--- config.mk ---
export PLATFORM = sky130hd
export DESIGN_NAME = apb_req_arbiter
export DESIGN_NICKNAME = d
export VERILOG_FILES = /design/src/rtl/apb_req_arbiter.sv
export SDC_FILE = /design/constraint.sdc
export NUM_CORES = 1
export LEC_CHECK = 0
export CORE_AREA = 2 2 264 266
export DETAILED_ROUTE_END_ITERATION = 6
export DIE_AREA = 0 0 266 268
export GPL_ROUTABILITY_DRIVEN = 0
export PLACE_DENSITY = 0.38
export SYNTH_ARGS = -nofsm -noshare
export SYNTH_HDL_FRONTEND = slang
export SYNTH_SLANG_ARGS = --single-unit
--- constraint.sdc ---
create_clock -name pclk -period 2.8 [get_ports pclk]
set_clock_uncertainty 0.1 [all_clocks]
set_input_delay 0.42 -clock pclk [delete_from_list [all_inputs] [get_ports pclk]]
set_output_delay 0.42 -clock pclk [all_outputs]
set_load 0.005 [all_outputs]
--- src/rtl/apb_req_arbiter.sv ---
// Round-robin arbiter sharing one APB master port between NUM_REQ single-beat requesters.
// Sequences SETUP/ACCESS, returns read data / error, and aborts accesses to a hung slave.
//
//  state    | meaning
//  ---------+---------------------------------------------------------------
//  S_IDLE   | no transfer; arbitrate, accept the winner, load APB outputs
//  S_SETUP  | psel=1, penable=0 for exactly one cycle
//  S_ACCESS | psel=penable=1; wait for pready or the timeout, then respond
`timescale 1ns/1ps
module apb_req_arbiter #(
    parameter int NUM_REQ = 4,
    parameter int D_WIDTH = 64,
    parameter int A_WIDTH = 32,
    parameter int TIMEOUT = 16
) (
    input  logic                           pclk,
    input  logic                           preset,
    input  logic [NUM_REQ-1:0]             req_valid,
    output logic [NUM_REQ-1:0]             req_ready,
    input  logic [NUM_REQ-1:0]             req_write,
    input  logic [NUM_REQ*A_WIDTH-1:0]     req_addr,
    input  logic [NUM_REQ*D_WIDTH-1:0]     req_wdata,
    input  logic [NUM_REQ*D_WIDTH/8-1:0]   req_strb,
    output logic [NUM_REQ-1:0]             rsp_valid,
    output logic [D_WIDTH-1:0]             rsp_rdata,
    output logic                           rsp_err,
    output logic [A_WIDTH-1:0]             paddr,
    output logic                           psel,
    output logic                           penable,
    output logic                           pwrite,
    output logic [D_WIDTH-1:0]             pwdata,
    output logic [D_WIDTH/8-1:0]           pstrb,
    input  logic                           pready,
    input  logic [D_WIDTH-1:0]             prdata,
    input  logic                           pslverr
);

    localparam int S_WIDTH = D_WIDTH / 8;
    localparam int IDX_W   = $clog2(NUM_REQ);
    localparam int CNT_W   = (TIMEOUT > 1) ? $clog2(TIMEOUT) : 1;
    localparam logic [CNT_W-1:0] CNT_LAST = CNT_W'((TIMEOUT > 0) ? TIMEOUT - 1 : 0);
    localparam logic [IDX_W-1:0] IDX_LAST = IDX_W'(NUM_REQ - 1);

    typedef enum logic [1:0] {S_IDLE, S_SETUP, S_ACCESS} state_t;

    state_t               state_q, state_d;
    logic [IDX_W-1:0]     ptr_q, ptr_d;
    logic [IDX_W-1:0]     grant_q, grant_d;
    logic [CNT_W-1:0]     cnt_q, cnt_d;
    logic [A_WIDTH-1:0]   paddr_q, paddr_d;
    logic                 psel_q, psel_d;
    logic                 penable_q, penable_d;
    logic                 pwrite_q, pwrite_d;
    logic [D_WIDTH-1:0]   pwdata_q, pwdata_d;
    logic [S_WIDTH-1:0]   pstrb_q, pstrb_d;
    logic [NUM_REQ-1:0]   rsp_valid_q, rsp_valid_d;
    logic [D_WIDTH-1:0]   rsp_rdata_q, rsp_rdata_d;
    logic                 rsp_err_q, rsp_err_d;

    logic                 gnt_found;
    logic [IDX_W-1:0]     gnt_idx;
    logic [IDX_W-1:0]     cand_idx;
    int                   cand;
    logic                 accept;

    // First valid requester at or above the pointer, wrapping around.
    always_comb begin
        gnt_found = 1'b0;
        gnt_idx   = '0;
        cand      = 0;
        cand_idx  = '0;
        for (int k = 0; k < NUM_REQ; k++) begin
            cand = int'(ptr_q) + k;
            if (cand >= NUM_REQ) cand = cand - NUM_REQ;
            cand_idx = IDX_W'(cand);
            if (!gnt_found && req_valid[cand_idx]) begin
                gnt_found = 1'b1;
                gnt_idx   = cand_idx;
            end
        end
    end

    assign accept = (state_q == S_IDLE) && gnt_found && !preset;

    always_comb begin
        req_ready = '0;
        if (accept) req_ready[gnt_idx] = 1'b1;
    end

    always_comb begin
        state_d     = state_q;
        ptr_d       = ptr_q;
        grant_d     = grant_q;
        cnt_d       = cnt_q;
        paddr_d     = paddr_q;
        psel_d      = psel_q;
        penable_d   = penable_q;
        pwrite_d    = pwrite_q;
        pwdata_d    = pwdata_q;
        pstrb_d     = pstrb_q;
        rsp_valid_d = '0;
        rsp_rdata_d = rsp_rdata_q;
        rsp_err_d   = rsp_err_q;
        case (state_q)
            S_IDLE: begin
                if (accept) begin
                    paddr_d   = req_addr[gnt_idx*A_WIDTH +: A_WIDTH];
                    pwrite_d  = req_write[gnt_idx];
                    pwdata_d  = req_write[gnt_idx] ? req_wdata[gnt_idx*D_WIDTH +: D_WIDTH] : '0;
                    pstrb_d   = req_write[gnt_idx] ? req_strb[gnt_idx*S_WIDTH +: S_WIDTH] : '0;
                    psel_d    = 1'b1;
                    penable_d = 1'b0;
                    grant_d   = gnt_idx;
                    ptr_d     = (gnt_idx == IDX_LAST) ? '0 : gnt_idx + IDX_W'(1);
                    state_d   = S_SETUP;
                end
            end
            S_SETUP: begin
                penable_d = 1'b1;
                cnt_d     = '0;
                state_d   = S_ACCESS;
            end
            S_ACCESS: begin
                if (pready) begin
                    psel_d               = 1'b0;
                    penable_d            = 1'b0;
                    rsp_valid_d[grant_q] = 1'b1;
                    rsp_rdata_d          = pwrite_q ? '0 : prdata;
                    rsp_err_d            = pslverr;
                    cnt_d                = '0;
                    state_d              = S_IDLE;
                end else if ((TIMEOUT != 0) && (cnt_q == CNT_LAST)) begin
                    psel_d               = 1'b0;
                    penable_d            = 1'b0;
                    rsp_valid_d[grant_q] = 1'b1;
                    rsp_rdata_d          = '0;
                    rsp_err_d            = 1'b1;
                    cnt_d                = '0;
                    state_d              = S_IDLE;
                end else begin
                    cnt_d = cnt_q + CNT_W'(1);
                end
            end
            default: state_d = S_IDLE;
        endcase
    end

    always_ff @(posedge pclk) begin
        if (preset) begin
            state_q     <= S_IDLE;
            ptr_q       <= '0;
            grant_q     <= '0;
            cnt_q       <= '0;
            paddr_q     <= '0;
            psel_q      <= 1'b0;
            penable_q   <= 1'b0;
            pwrite_q    <= 1'b0;
            pwdata_q    <= '0;
            pstrb_q     <= '0;
            rsp_valid_q <= '0;
            rsp_rdata_q <= '0;
            rsp_err_q   <= 1'b0;
        end else begin
            state_q     <= state_d;
            ptr_q       <= ptr_d;
            grant_q     <= grant_d;
            cnt_q       <= cnt_d;
            paddr_q     <= paddr_d;
            psel_q      <= psel_d;
            penable_q   <= penable_d;
            pwrite_q    <= pwrite_d;
            pwdata_q    <= pwdata_d;
            pstrb_q     <= pstrb_d;
            rsp_valid_q <= rsp_valid_d;
            rsp_rdata_q <= rsp_rdata_d;
            rsp_err_q   <= rsp_err_d;
        end
    end

    assign paddr     = paddr_q;
    assign psel      = psel_q;
    assign penable   = penable_q;
    assign pwrite    = pwrite_q;
    assign pwdata    = pwdata_q;
    assign pstrb     = pstrb_q;
    assign rsp_valid = rsp_valid_q;
    assign rsp_rdata = rsp_rdata_q;
    assign rsp_err   = rsp_err_q;

endmodule

After elaboration in Yosys (flattened, before gate mapping). Cells that the tools add are included.

Output and inout bits: 180. Input port bits: 492. Register bits: 186.

Shift-type cells: 3. Muxes and demuxes: 50. Reductions and logical operators: 22. Magnitude comparators: 12. Eq/ne operators: 6. Bitwise operators: 1. $add $sub $neg: 9.

Operators by type and width (number): two-way mux 64 bit (4); variable part select 256 x 9 -> 64 bit (1); variable part select 128 x 8 -> 32 bit (1); variable part select 32 x 6 -> 8 bit (1); two-way mux 2 bit (12); two-way mux 4 bit (5); less-than comparator 2 x 3 -> 1 bit, second input constant (6); two-way mux 1 bit (17); binary-select mux 1 bit (select 2 bit) (5); >= comparator 3 bit, second input constant (3); two-way mux 8 bit (1); one-hot mux 4 bit (2 select lines) (1); subtractor 2 x 1 -> 2 bit, second input constant (4); logical AND 1 bit (7); adder 2 x 2 -> 3 bit, second input constant (2); one-hot mux 2 bit (3 select lines) (1); AND reduction 2 bit (3); AND reduction 3 bit (2); nonzero test 2 bit (3); adder 4 x 1 -> 4 bit, second input constant (1); demux 1 bit (select 2 bit) (2); == test 2 bit, second input constant (2); == test 4 bit, second input constant (1); >= comparator 2 x 1 -> 1 bit, second input constant (2); 13 further kinds (16).

Logic depth before layout (Yosys ltp). Gate-level depths: netlist (run 1).

Depth in word-level cells: 19. Gate-level depth with buffers: 10.

Least setup slack after synthesis (run 1). No wires, ideal clock.

Path type: in2out. Start: input port req_valid[2]. End: output port req_ready[3]. Stages: 7. Data required time: 2.280 ns. Setup slack: 0.657 ns. Arrival: 1.623 ns. Path buffers: 1. Cells stage by stage: nor2b_1 -> nor4_2 -> nor2_2 -> buf_2 -> inv_1 -> ha_1 -> and2_1.

Longest elaborated chain between the ends: 17. Elaborated cells on any way between the ends: 30. Those cells by class: order compare: 2; mux: 19; reduce/logical: 9.

Ends and longest elaborated chain: from (decl) (line 18) `input logic [NUM_REQ-1:0] req_valid,`; binary-select mux 1 bit (select 2 bit) (line 76) `if (!gnt_found && req_valid[cand_idx]) begin`; two-way mux 1 bit (not written as such) (line 76); two-way mux 1 bit (line 76); zero test 1 bit (line 76); logical AND 1 bit (line 76); two-way mux 1 bit (line 76); zero test 1 bit (line 76); logical AND 1 bit (line 76); [... 2 more ...]; logical AND 1 bit (line 76); two-way mux 2 bit (*) (line 76); net gnt_idx[0] (line 61) `logic [IDX_W-1:0] gnt_idx;`; less-than comparator 2 x 3 -> 1 bit (not written as such) or >= comparator 2 x 1 -> 1 bit (tied branches) (line 87) `if (accept) req_ready[gnt_idx] = 1'b1;`; logical AND 1 bit (not written as such) (line 87); two-way mux 1 bit (not written as such) (line 87); demux 1 bit (select 2 bit) (*) (line 87); two-way mux 4 bit (*) (line 87); to (decl) (line 19) `output logic [NUM_REQ-1:0] req_ready,`.

The timed path passes the listed nets; every way through them passes the cells marked *. The select of a mux whose other input is x is not followed.

Final worst setup path (run 1).
Start: input port req_valid[0]. End: output port req_ready[2].

Longest elaborated chain between the ends: 17. Elaborated cells on any way between the ends: 30. Those cells by class: order compare: 2; mux: 19; reduce/logical: 9.

Ends and longest elaborated chain (line): binary-select mux 1 bit (select 2 bit) (76); two-way mux 1 bit (not written as such) (76); two-way mux 1 bit (76); zero test 1 bit (76); logical AND 1 bit (76); two-way mux 1 bit (76); zero test 1 bit (76); logical AND 1 bit (76); two-way mux 1 bit (76); zero test 1 bit (76); logical AND 1 bit (76); two-way mux 2 bit (76); less-than comparator 2 x 3 -> 1 bit (not written as such) or >= comparator 2 x 1 -> 1 bit (tied branches) (87); logical AND 1 bit (not written as such) (87); two-way mux 1 bit (not written as such) (87); demux 1 bit (select 2 bit) (87); two-way mux 4 bit (*) (87).

Every way passes the cells marked *; elsewhere a longest branch is shown, timed or not. The select of a mux whose other input is x is not followed.

==> results by group, run 1 <==
Run status
  • Status: completed

Timing
  • Final Hold Viols: 0
  • Pins Over Slew Limit: 0
  • Worst slew margin: 63.3%
  • Highest clock rate: between 300 and 400 MHz
  • # setup viols final: 0
  • Hold Slack: 0.175 ns
  • Slew @ Worst Pin: ~0.55 ns
  • Min cycle time layout: 2.72 ns
  • RSZ-0062 raised after global routing: false
  • Part of the cycle the worst path needs: 97.0%

Worst setup path
  • Crit path DAT: 2.20 ns
  • Critical Path End Type: output pin
  • CP dominant cell by count: buf_4
  • Critical Path RT: 2.28 ns
  • CP cell instances: clkdlybuf4s50_1 > nor2b_2 > nor4_2 > buf_4 > nor2_4 > buf_4 > ha_1 > and2_1 > dlygate4sd2_1
  • Reg2reg start: state_q[0]
  • Worst Setup Start Kind: input pin
  • CP max stage delay: 0.43 ns
  • Max Fanout on Critical Path: 4
  • CP max stage cell: clkdlybuf4s50_1
  • Critical path class: in -> out
  • CP Launch Point: req_valid[0]

Layout
  • Share of cells above drive strength 1: between 10% and 20%
  • Nets: 2315
  • Area delta synth->final: 82.4%
  • Post-route cell area: 19200 µm²

Placement
  • Cell Area, Placed: 18600 µm²
  • Port Buffers: 671
  • Dpl hpwl: 43.6 mm

GRT
  • Gr usage total: about 15%
  • First-pass GRT wire length: approximately 80 mm
  • Vias in the first global route: 11792
  • Largest net degree at the start of global routing: 87
  • Grt total ovfl: 0
  • Initial antenna violation count: 7

Synth
  • Simple-Gate Fraction of Synth Area: between 10% and 20%
  • Async SR Flop Fraction: 0%
  • Post-synth EDFFs: 0
  • Syn_nets: 1662
  • Mapped Area: 10500 µm²
  • Yosys reg bits: 186
  • Top cells by area, synth: dfxtp_1 (35%), mux2i_1 (13%), o221ai_2 (9.9%)
  • Combinational family with the most area after synthesis: compound AO/OA/AOI/OAI gates
  • Top-area cell type share of the netlist area: 35.4%
  • Yosys Warn Count: 0
  • Top-count cell post-synth: nand2_1
  • Post-synth top cells: nand2_1 (187), dfxtp_1 (186), mux2i_1 (137)
  • Compound-cell area share of the yosys netlist: 22.9%
  • Cells after Synth: 1161
  • Synth unique cells: 45
  • Adder-Cell Fraction of Synth Area: 1.07%
  • Mapped Avg Cell Area: 9.05 µm²
  • Xor/xnor share of the synthesized area: 0%
  • Ys flop type: dfxtp_1
  • Sequential-to-total area share from yosys stat: 35.4%
  • Mux contribution to synthesized area: 13.1%
  • Post-synth top area cell: dfxtp_1

Detailed routing
  • Routed Antenna Nets: 0
  • DRT iter0 DRCs: roughly 300
  • Vias per Instance: 4.18
  • Drt wl/cell: 20.8 µm
  • Residual DRC: 0
  • DRT Pass-1 Iters: 5
  • Drt total wl: 56.4 mm
  • Via Count: roughly 11000

Floorplan
  • Core region area: 68200 µm²
  • Row cnt: 96
  • Ports: 672
  • Die span in y: 268 µm
  • Die area: 71300 µm²
  • Initial core utilization: 15.4%
  • Die width: 266 µm

Hold path
  • HP Start: preset
  • Worst hold-check path type: in -> reg

Power and ir drop
  • VDD IR max: just over 0.0003 V
  • Power Dens Cells: 490 nW/µm²
  • Leak Pwr: around 7.3 nW

CTS
  • Worst-Skew Late Latency: 0.49 ns
  • Clk slew on worst S/H paths: 0.09 ns
  • CTS Buf Count: 17
  • CTS Sinks: 186
  • Root buf cell: clkbuf_16
  • CTS tree: built
  • H-tree depth: 4
  • Clock buffer depth: 2
  • CTS Hold Bufs: 0

Job
  • Maxcap violations: 0
layout by cell type, fill, tap and decap left out, types with 3 or more instances in the layout:
cell type and n:
clkdlybuf4s50_1 663, nand2_1 187, dfxtp_1 184, mux2i_1 137
inv_1 77, a21oi_1 76, a21o_1 71, o221ai_2 69
nand3_1 68, buf_4 51, or4b_2 43, o221ai_1 35
or4b_1 28, buf_12 19, clkbuf_16 17, nor2_1 13
ha_1 9, dlygate4sd2_1 7, inv_8 5, diode_2 4
and2_1 4, o21ai_0 4, inv_6 4, nor2_2 3
nor3_1 3, o211ai_1 3, nand2b_1 3
per-stage QoR:
step                      worst slack [ns]  util (%)  instances  total power [mW]  setup TNS (ns)
after global routing               0.00716      28.1       2711              9.97               0
after global placement              -0.247      27.2       2675              7.04          -12.24
after detailed placement            -0.288      27.2       2675              7.03          -13.21
after floorplan                      0.657         -       1161              4.83               0
after CTS                           0.0625      28.1       2708              9.68               0
final                               0.0832      28.1       2712              9.40               0
critical path, delay by kind of cell:
family        cells  cell delay, ns
buf+inv           4            0.99
simple gates      4            0.60
fa+ha+maj         1            0.18
final cells by class:
| class | instances | area (µm²) |
|---|---|---|
| diodes | 4 | 10.0 |
| flip-flops and latches | 186 | 3730 |
| multi-input cells | 791 | 6000 |
| repair buffers | 741 | 7470 |
| inverters | 77 | 289 |
| fillers | 7231 | 49100 |
| well taps | 882 | 1100 |
| clock inverters | 13 | 128 |
| clock buffers | 18 | 429 |
sequential cells by signal (all words and copies together), names as in the netlist:
| signal | count |
|---|---|
| pwdata | 64 |
| rsp_rdata | 64 |
| paddr | 32 |
| pstrb | 8 |
| cnt_q | 4 |
| rsp_valid | 4 |
| grant_q | 2 |
| ptr_q | 2 |
| state_q | 2 |
| penable | 1 |
| psel | 1 |
| pwrite | 1 |
| rsp_err | 1 |
worst paths after layout:
kind                         to  slack, ns  cells past startpoint
hold / removal             psel       0.18                      2
hold reg to reg   rsp_rdata[63]       0.35                      2
setup reg to reg      pwdata[4]       0.41                      8
setup / recovery   req_ready[2]       0.08                      9
where the power goes:
group	switching (mW)	total (mW)	internal [mW]
Combinational	1.70	3.73	2.02
Clock	1.33	2.51	1.18
Sequential	0.199	3.16	2.96
Total	3.23	9.40	6.16
kinds of logic (layout without fill, tap and decap cells):
family / count (synthesis) / after routing
multiplexers: 137 / 137
AO/OA/AOI/OAI: 272 / 272
buffers and inverters: 184 / 849
adder cells (fa/ha/maj): 9 / 9
AND/OR/NAND/NOR: 373 / 373
other: 0 / 4
flip-flops: 186 / 186
per-layer routing:
metal,wire (µm),share of wire (%),track usage (%),up-vias
met3,4790,8.5,5.85,39
met1,22100,39,17.0,5355
met4,797,1.4,4.39,8
met2,28700,51,27.4,397
li1,-,-,-,5540
met5,46,0.082,0,-
what timing repair did:
item	4_1_cts	5_1_grt
resized for setup	15	0
pin swaps	1	1
setup buffers	2	0
endpoints found under the setup margin	4	3
(Power assumes the default switching activity.)
==> run 2, diff against run 1 <==
==> config.mk (replaced) <==
export PLATFORM = sky130hd
export DESIGN_NAME = apb_req_arbiter
export DESIGN_NICKNAME = d
export VERILOG_FILES = /design/src/rtl/apb_req_arbiter.sv
export SDC_FILE = /design/constraint.sdc
export NUM_CORES = 1
export LEC_CHECK = 0
export CORE_AREA = 2 2 258 260
export DETAILED_ROUTE_END_ITERATION = 6
export DIE_AREA = 0 0 260 262
export GPL_ROUTABILITY_DRIVEN = 0
export PLACE_DENSITY = 0.39
export SYNTH_ARGS = -nofsm -noshare
export SYNTH_HDL_FRONTEND = slang
export SYNTH_SLANG_ARGS = --single-unit
==> results by group, run 2 (synthesis results as in run 1) <==
Floorplan
  • Die width: 260 µm
  • Die span in y: 262 µm
  • Initial core utilization: 16.1%
  • Die area: 68100 µm²
  • Core region area: 65300 µm²
  • Ports: 672
  • Row cnt: 94

Worst setup path
  • CP max stage cell: dfxtp_4
  • Crit path DAT: 2.08 ns
  • Critical Path End Type: output pin
  • Critical Path RT: 2.28 ns
  • Max Fanout on Critical Path: 8
  • Critical path class: reg -> out
  • CP max stage delay: 0.39 ns
  • CP cell instances: o21ai_1 > a211oi_1 > buf_4 > nor2_4 > buf_4 > ha_1 > and2_1 > dlygate4sd2_1
  • Cells on worst reg2reg path: 8
  • CP dominant cell by count: buf_4
  • Worst Setup Start Kind: flop

CTS
  • Clk slew on worst S/H paths: around 0.080 ns
  • Clock buffer depth: 2
  • CTS Sinks: 186
  • H-tree depth: 4
  • CTS Hold Bufs: 0
  • CTS Buf Count: 17
  • Worst-Skew Late Latency: 0.49 ns
  • CTS tree: built
  • Root buf cell: clkbuf_16

Placement
  • Port Buffers: 671
  • DP Cell Count: around 2700
  • Dpl hpwl: 44.8 mm

GRT
  • First-pass GRT wire length: slightly above 80 mm
  • Vias in the first global route: 11974
  • Grt total ovfl: 0
  • Initial antenna violation count: 14
  • Largest net degree at the start of global routing: 80
  • Gr usage total: 16.5%

Timing
  • Final Hold Viols: 0
  • Worst slew margin: 48.6%
  • # setup viols final: 0
  • Min cycle time layout: 2.60 ns
  • Highest clock rate: 385 MHz
  • Pins Over Slew Limit: 0
  • Hold Slack: 0.119 ns
  • Setup_tns: 0 ns
  • Slew @ Worst Pin: 0.771 ns
  • Part of the cycle the worst path needs: between 90% and 100%
  • RSZ-0062 raised after global routing: false

Detailed routing
  • Via Count: 11477
  • Residual DRC: 0
  • DRT iter0 DRCs: 417
  • Drt total wl: 58.3 mm
  • DRT Pass-1 Iters: 4
  • Vias per Instance: 4.26
  • Routed Antenna Nets: 0
  • Drt wl/cell: 21.6 µm

Layout
  • Area delta synth->final: 83.2%
  • Commonest non-fill, non-tap cell in the layout: clkdlybuf4s50_1
  • Fill count: 6846
  • Share of cells above drive strength 1: 13.1%
  • Post-route insts no fill: roughly 2700
  • Nets: 2315
  • Commonest non-fill, non-tap cells in the layout: clkdlybuf4s50_1 (662), nand2_1 (187), dfxtp_1 (184)

Job
  • Maxcap violations: 0

Power and ir drop
  • VDD IR max: 0.000407 V
  • Leak Pwr: 7.30 nW
  • Power Dens Cells: between 400 and 500 nW/µm²

Run status
  • Status: completed

Hold path
  • Worst hold-check path type: in -> reg
  • Hold Crit Depth: 2
run 2: cell count changes in the layout (fill, tap and decap cells not counted), moves of 2 or more:
| cell | delta |
|---|---|
| buf_12 | +4 |
| inv_6 | -2 |
| nor2_2 | -2 |
| ha_1 | -2 |
| ha_2 | +2 |
| buf_4 | -4 |
run 2: cell type report:
cell class | instances | area, µm² | area share, %
clock inverters | 14 | 156 | 0.813
inverters | 77 | 289 | 1.50
clock buffers | 18 | 439 | 2.28
multi-input cells | 791 | 6010 | 31.2
repair buffers | 741 | 7520 | 39.1
flip-flops and latches | 186 | 3730 | 19.4
well taps | 864 | 1080 | 5.62
diodes | 5 | 12.5 | 0.0650
run 2: through the flow:
step	instance area, µm²	setup slack, ns	power [mW]	utilization (%)
3_5_place_dp	18600	-0.274	7.04	28.5
4_1_cts	19200	0.00700	9.83	29.5
6_report	19200	0.201	9.59	29.5
2_1_floorplan	10500	0.657	4.83	-
3_3_place_gp	18600	-0.234	7.02	28.5
5_1_grt	19200	0.0854	10.1	29.5
run 2: critical path: cells and delay by family, from the launching register on:
family | cells | cell delay [ns]
AO/OA/AOI/OAI | 2 | 0.28
adder cells (fa/ha/maj) | 1 | 0.18
buffers and inverters | 3 | 0.57
flip-flops | 1 | 0.39
AND/OR/NAND/NOR | 2 | 0.17
run 2: path summary, 6_finish.rpt:
kind / start / to / slack (ns)
worst min-delay path: preset / cnt_q[1] / 0.12
worst min register to register: rsp_rdata[57] / rsp_rdata[57] / 0.35
worst max register to register: state_q[0] / pwdata[41] / 0.47
worst max-delay path: ptr_q[1] / req_ready[2] / 0.20
run 2: timing repair:
item | CTS | global route
buffers inserted | 2 | 0
pin swaps | 1 | 2
gates resized for setup | 18 | 4
gates cloned | 0 | 0
endpoints found under the setup margin | 4 | 1
endpoints found under the hold margin | 0 | 0
run 2: report_power, final:
group	internal (mW)	leakage (nW)	switching [mW]	total, mW
Sequential	2.96	1.52	0.205	3.17
Combinational	2.04	5.50	1.71	3.75
Clock	1.29	0.286	1.38	2.67
Total	6.30	7.30	3.29	9.59
run 2: per-layer routing:
layer	routed length, µm	up-vias	track usage [%]
li1	-	5523	-
met1	22700	5478	18.3
met2	29900	406	29.5
met3	4530	56	5.69
met4	1060	14	5.19
met5	97	-	0
